### src/rtl/serial_sub_pkg.sv
// Shared definitions for the bit-serial subtractor: FSM state encoding and default width.
package serial_sub_pkg;

  typedef enum logic [1:0] {
    IDLE  = 2'd0,
    SHIFT = 2'd1,
    DONE  = 2'd2
  } state_t;

  localparam int DEFAULT_WIDTH = 8;

endpackage

### src/rtl/full_subtractor.sv
// One-bit full subtractor cell: diff = a - b - bin, borrow out of this bit position.
module full_subtractor (
  input  logic a,
  input  logic b,
  input  logic bin,
  output logic diff,
  output logic borrow
);

  assign diff   = a ^ b ^ bin;
  assign borrow = (~a & b) | (~(a ^ b) & bin);

endmodule

### src/rtl/serial_subtractor.sv
// Bit-serial a - b - bin, LSB first, one bit per cycle through a single full_subtractor.
// Define SERIAL_SUB_OVF_EN to add the registered two's-complement overflow output ovf.
module serial_subtractor
  import serial_sub_pkg::*;
#(
  parameter int WIDTH = DEFAULT_WIDTH
) (
  input  logic             clk,
  input  logic             rst_n,
  input  logic             start,
  input  logic [WIDTH-1:0] a,
  input  logic [WIDTH-1:0] b,
  input  logic             bin,
  output logic             busy,
  output logic             done,
  output logic [WIDTH-1:0] diff,
  output logic             borrow
`ifdef SERIAL_SUB_OVF_EN
  ,
  output logic             ovf
`endif
);

  localparam int            CW   = $clog2(WIDTH + 1);
  localparam logic [CW-1:0] LAST = CW'(WIDTH - 1);

  state_t           state, state_nxt;
  logic [WIDTH-1:0] sh_a, sh_b;
  logic [CW-1:0]    cnt;
  logic             last;
  logic             fs_diff, fs_borrow;

  assign last = (cnt == LAST);

  // borrow doubles as the running borrow flop; it ends holding the MSB borrow-out
  full_subtractor u_fs (
    .a      (sh_a[0]),
    .b      (sh_b[0]),
    .bin    (borrow),
    .diff   (fs_diff),
    .borrow (fs_borrow)
  );

  always_ff @(posedge clk or negedge rst_n) begin
    if (!rst_n) state <= IDLE;
    else        state <= state_nxt;
  end

  always_comb begin
    state_nxt = state;
    case (state)
      IDLE:    if (start) state_nxt = SHIFT;
      SHIFT:   if (last)  state_nxt = DONE;
      DONE:    state_nxt = IDLE;
      default: state_nxt = IDLE;
    endcase
  end

  always_comb begin
    busy = (state == SHIFT);
    done = (state == DONE);
  end

  // diff is the result shift register: after WIDTH shifts it holds the full difference
  always_ff @(posedge clk or negedge rst_n) begin
    if (!rst_n) begin
      sh_a   <= '0;
      sh_b   <= '0;
      cnt    <= '0;
      diff   <= '0;
      borrow <= 1'b0;
`ifdef SERIAL_SUB_OVF_EN
      ovf    <= 1'b0;
`endif
    end else begin
      case (state)
        IDLE: begin
          if (start) begin
            sh_a   <= a;
            sh_b   <= b;
            borrow <= bin;
            cnt    <= '0;
          end
        end
        SHIFT: begin
          sh_a   <= sh_a >> 1;
          sh_b   <= sh_b >> 1;
          diff   <= {fs_diff, diff[WIDTH-1:1]};
          borrow <= fs_borrow;
          cnt    <= cnt + 1'b1;
`ifdef SERIAL_SUB_OVF_EN
          // overflow when borrow into the sign bit differs from borrow out of it
          if (last) ovf <= borrow ^ fs_borrow;
`endif
        end
        default: ;
      endcase
    end
  end

endmodule
### config.mk
export PLATFORM = sky130hd
export DESIGN_NAME = serial_subtractor
export DESIGN_NICKNAME = d
export VERILOG_FILES = /design/src/rtl/serial_sub_pkg.sv /design/src/rtl/full_subtractor.sv /design/src/rtl/serial_subtractor.sv
export SDC_FILE = /design/constraint.sdc
export NUM_CORES = 1
export LEC_CHECK = 0
export CAP_MARGIN = 20
export CORE_ASPECT_RATIO = 0.75
export CORE_MARGIN = 4
export CORE_UTILIZATION = 50
export DETAILED_ROUTE_END_ITERATION = 8
export PLACE_DENSITY = 0.76
export RECOVER_POWER = 25
export SETUP_SLACK_MARGIN = 0.5
export SLEW_MARGIN = 30
export SYNTH_ARGS = -nofsm -noshare
export SYNTH_HDL_FRONTEND = slang
export SYNTH_SLANG_ARGS = --single-unit
### constraint.sdc
create_clock -name clk -period 1.45 [get_ports clk]
set_input_delay 0.2175 -clock clk [delete_from_list [all_inputs] [get_ports clk]]
set_output_delay 0.2175 -clock clk [all_outputs]
set_load 0.01 [all_outputs]
==> results by group, run 1 <==
Worst hold path
  • Worst hold path class: reg2reg

Pwr
  • Total power: 5.186 mW
  • Lkg Pwr: 1.114 nW
  • Pwr Density: 2168 mW/mm²
  • Worst VDD drop: 0.002069 V

Global route
  • Largest net degree at the start of global routing: 32
  • Initial antenna violation count: 0
  • First-pass GRT wire length: 6.748 mm
  • GRT Util Overall: 0.2347
  • GR Overflow Total: 0
  • Number of global-route vias before repair: 1353

Placed design
  • Placed Instances: 219
  • Global placement routability congestion: 0.8223
  • IO buf count: 30
  • Post-DP Area: 0.001909 mm²
  • DP HPWL: 2.351 mm

Route
  • Highest Signal Layer: met4
  • Vias post-DR: 1451
  • # DRC: 0
  • Met3 routed WL: 205 µm
  • Antenna Nets Post-Route: 0
  • Initial DRT Pass Iterations: 6
  • DR WL/cell: 18.11 µm
  • WL final: 4.672 mm
  • Vias per cell: 5.624
  • Wire length on met2: 2.471 mm
  • First DRT Iteration DRCs: 101
  • Metal1 wirelength: 1.963 mm

Synthesis
  • EDFF count, synth: 0
  • Prevailing post-synth register cell: dfrtp_1
  • Synth top area cells: dfrtp_1 (53%), nand2_1 (7.9%), a22oi_1 (7.2%), a21oi_1 (4.8%), nor2b_1 (4.3%)
  • Mapped Nets: 174
  • Post-Syn Area: 0.001469 mm²
  • Top cell type's share of synthesized area: 0.5281
  • Synth Instances: 152
  • Synth cell types: 26
  • Post-Synthesis Mean Instance Area: 9.664 µm²
  • Yosys warning count: 0
  • Ys async rst share: 1.000
  • Post-synth top cells: dfrtp_1 (31), nand2_1 (31), a21oi_1 (14), a22oi_1 (14), o21ai_1 (12)
  • Post-synth top area cell: dfrtp_1
  • Number of synthesized register bits: 31
  • Sequential area share after synthesis: 0.5281

Die
  • Die Ht: 54.94 µm
  • I/O pins: 31
  • Die footprint: 0.003878 mm²
  • Row count: 16
  • Starting density of the core: 0.5435
  • Die Width: 70.59 µm
  • Core box area: 0.002703 mm²

CTS
  • CTS tree: yes
  • Clock slew at reported path FFs: 0.07 ns
  • Skew-Pair Late Insertion Delay: 0.28 ns
  • Clock Tree Root: clkbuf_8
  • Sink Count: 31
  • CTS buffer count: 5
  • H-tree depth: 2
  • Clock Tree Buf Depth: 2
  • CTS hold repair buffers: 0

Outcome
  • Outcome: completed

STA
  • # setup viols final: 0
  • Part of the cycle the worst path needs: 0.9752
  • Slew @ Worst Pin: 0.7862 ns
  • Clock Skews: 0.005395 ns
  • Endpoints failing hold: 0
  • Slew Viols, Final: 0
  • Min Hold Slack: 0.4996 ns
  • Fmax: 0.7072 GHz
  • Minimum clock period: 1.414 ns
  • Slew headroom: 0.4759
  • Final TNS setup: 0 ns
  • Unrepaired setup endpoints after global routing: yes

Layout
  • Layout cell share with drive strength beyond 1: 0.4009
  • # diodes: 0
  • Filler Cell Count: 125
  • Cell area after layout: 0.002392 mm²
  • P&R area growth vs syn: 62.86%
  • Final-stage net count: 243
  • Area occupied by multi-input gates: 735.7 µm²
  • Register area: 778.2 µm²
  • Post-Layout Cell Count: 258

Critical path
  • Worst setup SP type: flop
  • Reg2reg setup slack: 0.04 ns
  • CP max FO: 5
  • Crit end category: flop
  • CP Class: reg2reg
  • Arrival time worst endpoint: 1.61 ns
  • WP data required: 1.65 ns

Run
  • Max Cap Viol: 0
final timing paths:
kind / startpoint / endpoint / cells after the start
max in group asynchronous: rst_n / state[1] / 2
hold / removal: diff[3] / diff[2] / 2
setup reg to reg: state[1] / sh_a[2] / 7
min in group asynchronous: rst_n / sh_b[4] / 2
setup / recovery: state[1] / sh_a[2] / 7
hold reg to reg: diff[3] / diff[2] / 2
where the power goes:
part	switching [mW]	total (mW)	internal (mW)	leakage, nW
Combinational	1.30	2.76	1.46	0.657
Sequential	0.307	1.54	1.24	0.396
Clock	0.331	0.887	0.556	0.0612
Total	1.93	5.19	3.25	1.11
state kept, by name (all words and copies together) (netlist names):
signal  flops
diff        8
sh_a        8
sh_b        8
cnt         4
state       2
borrow      1
layout make-up:
| class | count | share of cell area |
|---|---|---|
| inverter | 3 | 0.006799 |
| clock buffer | 6 | 0.03452 |
| sequential | 31 | 0.3253 |
| multi-input combinational | 109 | 0.3075 |
| clock inverter | 2 | 0.01464 |
| tap | 36 | 0.01883 |
| timing repair buffer | 71 | 0.2924 |
cell usage in the layout, fill, tap and decap left out, types with 3 or more instances in the layout:
cell and count:
nand2_1 31, dfrtp_1 29, buf_4 26, clkdlybuf4s50_1 18, o21ai_1 15, a22oi_1 12, a21oi_2 10, nor2b_1 9
buf_6 9, buf_2 8, clkbuf_8 6, and2b_1 5, buf_12 5, a21oi_1 3
timing repair:
| action | 4_1_cts | 5_1_grt |
|---|---|---|
| gates cloned | 1 | 1 |
| setup buffers | 20 | 9 |
| gates resized for setup | 64 | 13 |
| endpoints found under the setup margin | 42 | 42 |
| pin swaps | 5 | 6 |
kinds of logic (layout without fill, tap and decap cells):
family          count (synthesis)  in the layout  synth area share
buf+inv                        12             82           0.04514
mux                             1              1          0.007666
simple gates                   53             53            0.1755
compound gates                 53             53            0.2215
fa+ha+maj                       2              2           0.02215
flops                          31             31            0.5281
stage by stage:
| stage | util | worst slack [ns] |
|---|---|---|
| 2_1_floorplan | - | 0.3151 |
| 3_3_place_gp | 0.7065 | 0.07013 |
| 3_5_place_dp | 0.7065 | 0.01472 |
| 4_1_cts | 0.8347 | 0.05528 |
| 5_1_grt | 0.8852 | -0.01532 |
| 6_report | 0.8852 | 0.03593 |
layer usage:
metal	vias up	GRT usage
met5	-	0
met4	0	0.08438
met3	4	0.06498
met2	41	0.4177
met1	730	0.2823
li1	676	-
worst max-delay path, stage by stage, from the launching register on:
cell and delay, ns:
dfrtp_2 0.42, buf_6 0.12, buf_6 0.11, and2b_4 0.27, buf_12 0.11, buf_16 0.11, a21oi_2 0.05, o21ai_1 0.14
Power figures use the tool's default switching activity.
==> run 2, diff against run 1 <==
--- a/config.mk
+++ b/config.mk
@@ -9,6 +9,7 @@
 export CORE_ASPECT_RATIO = 0.75
 export CORE_MARGIN = 4
 export CORE_UTILIZATION = 50
+export CTS_CLUSTER_SIZE = 20
 export DETAILED_ROUTE_END_ITERATION = 8
 export PLACE_DENSITY = 0.76
 export RECOVER_POWER = 25
==> results of run 2 <==
No change in the layout: final DEF, timing and power equal those of run 1.
